[src/rtl/spi_pkg.sv]
// Shared types for the multi-chip-select SPI master.
package spi_pkg;

    typedef enum logic [1:0] {
        IDLE  = 2'd0,
        SETUP = 2'd1,
        SHIFT = 2'd2,
        HOLD  = 2'd3
    } spi_state_t;

    typedef struct packed {
        logic cpol;
        logic cpha;
    } spi_mode_t;

    localparam spi_mode_t MODE_RESET = '{cpol: 1'b0, cpha: 1'b0};

endpackage

[src/rtl/spi_clk_divider.sv]
// SCLK half-period timer: ticks every CLK_DIV cycles while enabled.
// lead tells whether the upcoming tick is a leading (1) or trailing (0) SCLK edge.
module spi_clk_divider #(
    parameter int unsigned CLK_DIV = 4
) (
    input  logic clk,
    input  logic rst_n,
    input  logic load,
    input  logic en,
    output logic edge_tick_c,
    output logic lead
);

    localparam int unsigned CNT_W = $clog2(CLK_DIV);

    logic [CNT_W-1:0] cnt;

    assign edge_tick_c = en && (cnt == CNT_W'(CLK_DIV - 1));

    // Half-period counter and edge-type flag; load restarts a frame with a leading edge
    always_ff @(posedge clk or negedge rst_n) begin
        if (!rst_n) begin
            cnt  <= '0;
            lead <= 1'b1;
        end else if (load) begin
            cnt  <= '0;
            lead <= 1'b1;
        end else if (en) begin
            if (edge_tick_c) begin
                cnt  <= '0;
                lead <= ~lead;
            end else begin
                cnt <= cnt + CNT_W'(1);
            end
        end
    end

endmodule

[src/rtl/spi_master_multi.sv]
// SPI master: MSB-first frames, NUM_CS chip selects, per-transaction CPOL/CPHA.
module spi_master_multi
    import spi_pkg::*;
#(
    parameter int unsigned DATA_WIDTH = 8,
    parameter int unsigned NUM_CS     = 4,
    parameter int unsigned CLK_DIV    = 4,
    parameter int unsigned CS_W       = (NUM_CS > 1) ? $clog2(NUM_CS) : 1
) (
    input  logic                  clk,
    input  logic                  rst_n,
    input  logic                  start,
    input  logic [DATA_WIDTH-1:0] tx_data,
    input  logic [CS_W-1:0]       cs_sel,
    input  logic                  cpol,
    input  logic                  cpha,
    output logic                  ready,
    output logic                  done,
    output logic                  err,
    output logic [DATA_WIDTH-1:0] rx_data,
    output logic                  sclk,
    output logic                  mosi,
    output logic [NUM_CS-1:0]     cs_n,
    input  logic                  miso
);

    localparam int unsigned BCNT_W = $clog2(DATA_WIDTH + 1);

    spi_state_t            state, state_d;
    spi_mode_t             mode_q, mode_d;
    logic [DATA_WIDTH-1:0] tx_sh, tx_d;
    logic [DATA_WIDTH-1:0] rx_sh, rxs_d;
    logic [DATA_WIDTH-1:0] rxd_d;
    logic [BCNT_W-1:0]     bit_cnt, bit_d;
    logic                  sclk_d, ready_d, done_d, err_d;
    logic [NUM_CS-1:0]     cs_n_d;
    logic                  load_c, cs_ok_c, tick_c, lead;
    logic                  miso_meta, miso_s;

    // MOSI is the shift register MSB, so it is a flop output
    assign mosi = tx_sh[DATA_WIDTH-1];

    spi_clk_divider #(.CLK_DIV(CLK_DIV)) u_div (
        .clk         (clk),
        .rst_n       (rst_n),
        .load        (load_c),
        .en          (state != IDLE),
        .edge_tick_c (tick_c),
        .lead        (lead)
    );

    // Two-flop synchronizer for the asynchronous MISO pin
    always_ff @(posedge clk or negedge rst_n) begin
        if (!rst_n) begin
            miso_meta <= 1'b0;
            miso_s    <= 1'b0;
        end else begin
            miso_meta <= miso;
            miso_s    <= miso_meta;
        end
    end

    // Next-state and next-output logic
    always_comb begin
        state_d = state;
        mode_d  = mode_q;
        tx_d    = tx_sh;
        rxs_d   = rx_sh;
        rxd_d   = rx_data;
        bit_d   = bit_cnt;
        sclk_d  = sclk;
        cs_n_d  = cs_n;
        ready_d = ready;
        done_d  = 1'b0;
        err_d   = 1'b0;
        load_c  = 1'b0;
        cs_ok_c = 32'(cs_sel) < 32'(NUM_CS);

        unique case (state)
            IDLE: begin
                sclk_d = mode_q.cpol;
                if (start && ready) begin
                    if (cs_ok_c) begin
                        mode_d.cpol = cpol;
                        mode_d.cpha = cpha;
                        tx_d        = tx_data;
                        sclk_d      = cpol;
                        cs_n_d      = ~(NUM_CS'(1) << cs_sel);
                        bit_d       = '0;
                        ready_d     = 1'b0;
                        load_c      = 1'b1;
                        state_d     = SETUP;
                    end else begin
                        err_d = 1'b1;
                    end
                end
            end
            // First tick is the leading edge of bit 0; CPHA=1 already has the MSB on MOSI
            SETUP: begin
                if (tick_c) begin
                    sclk_d  = ~sclk;
                    state_d = SHIFT;
                    if (!mode_q.cpha) begin
                        rxs_d = {rx_sh[DATA_WIDTH-2:0], miso_s};
                    end
                end
            end
            SHIFT: begin
                if (tick_c) begin
                    if (lead) begin
                        if (bit_cnt == BCNT_W'(DATA_WIDTH)) begin
                            state_d = HOLD;
                        end else begin
                            sclk_d = ~sclk;
                            if (!mode_q.cpha) begin
                                rxs_d = {rx_sh[DATA_WIDTH-2:0], miso_s};
                            end else begin
                                tx_d = {tx_sh[DATA_WIDTH-2:0], 1'b0};
                            end
                        end
                    end else begin
                        sclk_d = ~sclk;
                        bit_d  = bit_cnt + BCNT_W'(1);
                        if (mode_q.cpha) begin
                            rxs_d = {rx_sh[DATA_WIDTH-2:0], miso_s};
                        end else if (bit_cnt != BCNT_W'(DATA_WIDTH - 1)) begin
                            tx_d = {tx_sh[DATA_WIDTH-2:0], 1'b0};
                        end
                    end
                end
            end
            HOLD: begin
                sclk_d = mode_q.cpol;
                if (tick_c) begin
                    cs_n_d  = '1;
                    rxd_d   = rx_sh;
                    done_d  = 1'b1;
                    ready_d = 1'b1;
                    state_d = IDLE;
                end
            end
            default: state_d = IDLE;
        endcase
    end

    // State and registered outputs; reset releases chip selects immediately
    always_ff @(posedge clk or negedge rst_n) begin
        if (!rst_n) begin
            state   <= IDLE;
            mode_q  <= MODE_RESET;
            tx_sh   <= '0;
            rx_sh   <= '0;
            rx_data <= '0;
            bit_cnt <= '0;
            sclk    <= 1'b0;
            cs_n    <= '1;
            ready   <= 1'b1;
            done    <= 1'b0;
            err     <= 1'b0;
        end else begin
            state   <= state_d;
            mode_q  <= mode_d;
            tx_sh   <= tx_d;
            rx_sh   <= rxs_d;
            rx_data <= rxd_d;
            bit_cnt <= bit_d;
            sclk    <= sclk_d;
            cs_n    <= cs_n_d;
            ready   <= ready_d;
            done    <= done_d;
            err     <= err_d;
        end
    end

endmodule
[config.mk]
export PLATFORM = sky130hd
export DESIGN_NAME = spi_master_multi
export DESIGN_NICKNAME = d
export VERILOG_FILES = /design/src/rtl/spi_pkg.sv /design/src/rtl/spi_clk_divider.sv /design/src/rtl/spi_master_multi.sv
export SDC_FILE = /design/constraint.sdc
export NUM_CORES = 1
export LEC_CHECK = 0
export CAP_MARGIN = 20
export CORE_MARGIN = 4
export CORE_UTILIZATION = 53
export CTS_BUF_LIST = sky130_fd_sc_hd__clkbuf_16
export CTS_CLUSTER_SIZE = 24
export DETAILED_ROUTE_END_ITERATION = 10
export PLACE_DENSITY_LB_ADDON = 0.2
export SYNTH_ARGS = -nofsm -noshare
export SYNTH_HDL_FRONTEND = slang
export SYNTH_SLANG_ARGS = --single-unit
export TNS_END_PERCENT = 30
[constraint.sdc]
create_clock -name clk -period 3 [get_ports clk]
set_input_delay 0.9 -clock clk [delete_from_list [all_inputs] [get_ports clk]]
set_output_delay 0.9 -clock clk [all_outputs]
set_load 0.005 [all_outputs]
---- Word-level counts from Yosys, hierarchy flattened ----
Cells that the tools add are included.
word-level totals
  word-level logic and storage cells ...... 105
  output and inout bits ................... 17
  input bits .............................. 16
  register bits ........................... 44
operators by class
  $add $sub $neg .......................... 2
  reduce and logical (&&, ||, !) cells .... 18
  shifts and indexed selects .............. 1
  equality and inequality tests ........... 18
  muxes and demuxes ....................... 48
  bitwise gates (word level) .............. 3
operators with widths
  cell                                              count
  two-way mux 8 bit                                 13
  one-hot mux 8 bit (2 select lines)                2
  two-way mux 4 bit                                 5
  two-way mux 2 bit                                 9
  one-hot mux 4 bit (2 select lines)                2
  two-way mux 1 bit                                 14
  != test 2 bit (second input constant)             6
  nonzero test 2 bit                                6
  != test 3 x 2 -> 1 bit (second input constant)    3
  one-hot mux 2 bit (4 select lines)                1
  AND reduction 7 bit                               1
  equality test 2 bit (second input constant)       3
  != test 3 bit (second input constant)             2
  AND reduction 2 bit                               3
  AND reduction 3 bit                               2
  AND reduction 6 bit                               1
  AND reduction 5 bit                               1
  adder 4 x 1 -> 4 bit (second input constant)      1
  equality test 4 bit (second input constant)       1
  != test 4 x 3 -> 1 bit (second input constant)    1
  NOT 4 bit                                         1
  one-hot mux 1 bit (4 select lines)                1
  AND reduction 4 bit                               1
  left shift 1 x 2 -> 4 bit (first input constant)  1
  other kinds (7)                                   9

---- Longest topological paths before layout ----
  depth after elaboration ................. 6
  gate-level depth with buffers ........... 8
  depth with buffers taken out ............ 6

---- Modules after synthesis ----
Synthesis repeated with hierarchy kept, for this count alone.
second synthesis, totals
  cells, all modules ...................... 172
  area, all modules ....................... 2103.3 um2
by module, submodules not included
  module            area each (um2)  instances  cells each  sequential area each (um2)
  spi_master_multi  1951.9           1          159         1032.2
  spi_clk_divider   151.4            1          13          76.3

---- Worst setup path after synthesis ----
OpenSTA, ideal clock, no wires.
  kind .................................... input port to flip-flop
  from .................................... in start
  to ...................................... reg tx_sh[0]
  slack ................................... 0.773 ns
  cell stages on the path ................. 5
  library setup time ...................... 0.125 ns
  data arrival time ....................... 2.102 ns
  required time ........................... 2.875 ns
  buffers on the path ..................... 1
  cell sequence ........................... and4b_1 > a31oi_4 > or4b_4 > buf_6 > mux2_4
between the ends
  word-level cells in the longest chain between the ends .. 3
RTL lines
  item                           RTL line                 text
  from (decl)                    spi_master_multi.sv:12   input logic start,
  logical AND 1 bit              spi_master_multi.sv:82   if (start && ready) begin
  != test 2 bit (no line)        n/a
  AND reduction 7 bit (no line)  n/a
  to (signal assigned)           spi_master_multi.sv:163  tx_sh <= tx_d;
  to (decl)                      spi_master_multi.sv:31   logic [DATA_WIDTH-1:0] tx_sh, tx_d;
No other way between the ends.
A chain may end at the register's enable or synchronous reset.

---- Worst setup path in the final report ----
  from .................................... in start
  to ...................................... reg tx_sh[5]
Same word-level chain as after synthesis.

==> results.cfg <==
[clocking]
tritoncts = yes
cts_buffer_depth = 2
clock_latency_ns = 0.29
ctsHoldBuffers = 0
cts_made_buffers = 5
post_cts_buffers = 0
cts.clk_slew.worst_paths_ns = 0.06
cts_root_buffer = clkbuf_16
post_cts_resized = 0
htreeDepth = 2
clock_sinks = 44

[sta]
rsz0062_at_grt = no
layout_min_cycle_time_ns = 2.560
slew-limit-headroom_pct = 37.92
finalHoldViolCount = 0
layout_setup_ws_ns = 0.4399
slew_violations = 0
worst_pin_slew_ns = 0.9312
skew_ns = 0.002817
holdWs_ns = 0.3502
min_period_over_period_pct = 85.34
setup_viol = 0
fin_tns_setup_ns = 0
max_freq_mhz = 390.6

[synth]
synth_area_leaders = dfrtp_1 43%, mux2_2 10%, dfstp_2 7.2%, mux2_4 5.5%, nand2_1 5.0%
syn-instance-count = 188
ys_types = 45
synth-main-ff-cell = dfrtp_1
yosys.area.top_type_share_pct = 43.35
synth-seq-cells = 44
syn-cell-area_um2 = 2193
ys_async_sr_fraction_pct = 100.0
synth_edf_count = 0
yosys.area.top_type = dfrtp_1
syn_nets = 212
syn_area_per_cell_um2 = 11.67
synth_warnings = 0
yosysSeqAreaShare_pct = 50.54

[critical_path]
worstPathCellList = clkdlybuf4s50_1, and4b_1, a31oi_4, or4b_4, mux2_4
crit_family = simple AND/OR/NAND/NOR gates
slowest_delay_ns = 0.63
path_max_fanout = 8
path_buf_inv = 1
end_kind = flip-flop
reg2reg_from = state[0]$_DFFE_PN0P_
critical_path_required_ns = 3.17
rr_worst_depth = 5
critPathKind = in2reg
critical_path.slowest_cell = or4b_4
rr_endpoint = tx_sh[5]$_DFFE_PN0P_
start_kind = primary input
r2r_slack_ns = 0.52
crit_arrival_ns = 2.73

[finish]
n_antenna_cell = 0
drive_gt1_share_pct = 22.83
syn2layout_area_growth_pct = 22.19
fillers = 295
finish.utilization_pct = 67.00
fin_cells = 269
final_nets = 242

[worst_hold_path]
hold_depth = 0
hp-class = reg2reg
hold_path_end = miso_s$_DFF_PN0_
min-delay-start = miso_meta$_DFF_PN0_

[grt]
grt_overflow = 0
grt_pass1_vias = 1524
grt_usage_pct = 17.40
antenna_found_initial = 0
grt_start_max_net_pins = 45
grt_pass1_wl_mm = 7.058

[pwr]
power_density_nw_per_um2 = 1143
peakVddDrop_v = 0.0006158
p_leak_nw = 1.206

[drt]
firstDrtPassIters = 4
routed_wl_mm = 4.050
drtIter0Drc = 64
postRouteAntennaNets = 0
wl_per_cell_um = 15.06
vias = 1472
viasPerCell = 5.472
drc = 0

[floorplan]
start_util_pct = 54.83
pin_count = 33
die_w_um = 72.33
coreArea_um2 = 4000
num_rows = 23
fp.dieH_um = 72.33
die_area_um2 = 5232

[placement]
gp_congestion = 0.7103
numPlacedInstances = 261
io_buffers = 31
dp_hpwl_mm = 2.870
dp_slack_ns = 0.1573

[run_status]
status = finished, final reports clean

[flow_run]
maxCapViolCount = 0
worst reg2reg max path, stage by stage, from the launching register on:
cell and delay (ns):
dfrtp_1 0.41, inv_1 0.13, ha_1 0.64, a31oi_4 0.21
or4b_4 0.63, mux2_4 0.34
layer usage:
| layer | share of wire, % | routed length (um) | GRT usage [%] | vias to the layer above |
|---|---|---|---|---|
| met4 | 2.3 | 95 | 7.098 | 0 |
| met1 | 44 | 1781 | 22.22 | 724 |
| met2 | 49 | 1973 | 28.01 | 32 |
| met3 | 4.9 | 200 | 4.709 | 10 |
| li1 | - | - | - | 706 |
| met5 | 0 | 0 | 0 | - |
where the power goes:
part / internal [mW] / switching, mW / total (mW)
clock network: 0.396 / 0.234 / 0.630
registers: 0.888 / 0.188 / 1.08
logic: 0.775 / 0.581 / 1.36
total: 2.06 / 1.00 / 3.06
cell families (layout without fill, tap and decap cells):
kind of cell             count (synthesis)  count (layout)  share of synthesized area, %
AND/OR/NAND/NOR                         55              55                         12.32
flip-flops                              44              44                         50.54
multiplexers                            29              29                         16.20
AO/OA/AOI/OAI                           28              28                         10.15
buffers and inverters                   21              52                         5.248
adder cells (fa/ha/maj)                  8               8                         4.564
XOR/XNOR                                 2               2                        0.7988
other                                    1               1                        0.1710
synthesized netlist by cell type, drive strengths merged, types with 2 or more instances:
library cell and instances:
dfrtp 38, nand2 29, mux2 28, inv 11, ha 8, nor2 7
dfstp 6, o21ai 6, buf 5, a21oi 4, a22o 3, a31oi 3
clkbuf 3, nand3b 3, nor3 3, a211oi 2, nand2b 2, nor3b 2
o31ai 2, or2 2
cells in the final DEF (no fill, tap or decap), types with 2 or more instances in the layout:
cell type	instances
nor3_1	3
o21ai_0	6
dfrtp_1	38
inv_1	11
a22o_1	3
ha_1	8
nor2_1	7
nor3b_1	2
nand2_1	29
a211oi_1	2
dfstp_2	6
clkbuf_16	5
nand2b_1	2
a21oi_1	4
or2_2	2
mux2_4	8
mux2_2	20
clkdlybuf4s50_1	30
nand3b_1	3
a31oi_1	2
how the worst max path moves through the flow:
stage | slack, ns | start | to | depth (start not counted)
final | 0.44 | start | tx_sh[5]$_DFFE_PN0P_ | 5
after global routing | 0.37 | state[0]$_DFFE_PN0P_ | tx_sh[5]$_DFFE_PN0P_ | 5
after CTS | 0.45 | start | tx_sh[5]$_DFFE_PN0P_ | 5
after detailed placement | 0.16 | start | tx_sh[5]$_DFFE_PN0P_ | 5
after global placement | 0.18 | start | tx_sh[7]$_DFFE_PN0P_ | 5
after floorplan | 0.77 | start | tx_sh[0]$_DFFE_PN0P_ | 5
area by class of cell:
class	count	area (um2)	area share, %
multi-input cells	123	969.7	36.18
repair buffers	31	305.3	11.39
flip-flops and latches	44	1109	41.36
well taps	50	62.56	2.334
clock buffers	5	125.1	4.669
inverters	13	62.56	2.334
clock inverters	3	46.29	1.727
through the flow:
| stage | instance area, um2 | total power, mW |
|---|---|---|
| after global routing | 2680 | 3.275 |
| after global placement | 2509 | 2.361 |
| after floorplan | 2193 | 2.055 |
| after CTS | 2680 | 3.091 |
| final | 2680 | 3.063 |
| after detailed placement | 2509 | 2.440 |
state kept, by name, summed over array words and instances (netlist names):
name / count
rx_data: 8
done: 1
tx_sh: 8
ready: 1
u_div.lead: 1
state: 2
rx_sh: 8
miso_meta: 1
cs_n: 4
sclk: 1
mode_q: 2
u_div.cnt: 2
miso_s: 1
bit_cnt: 4
(Power assumes the default switching activity.)
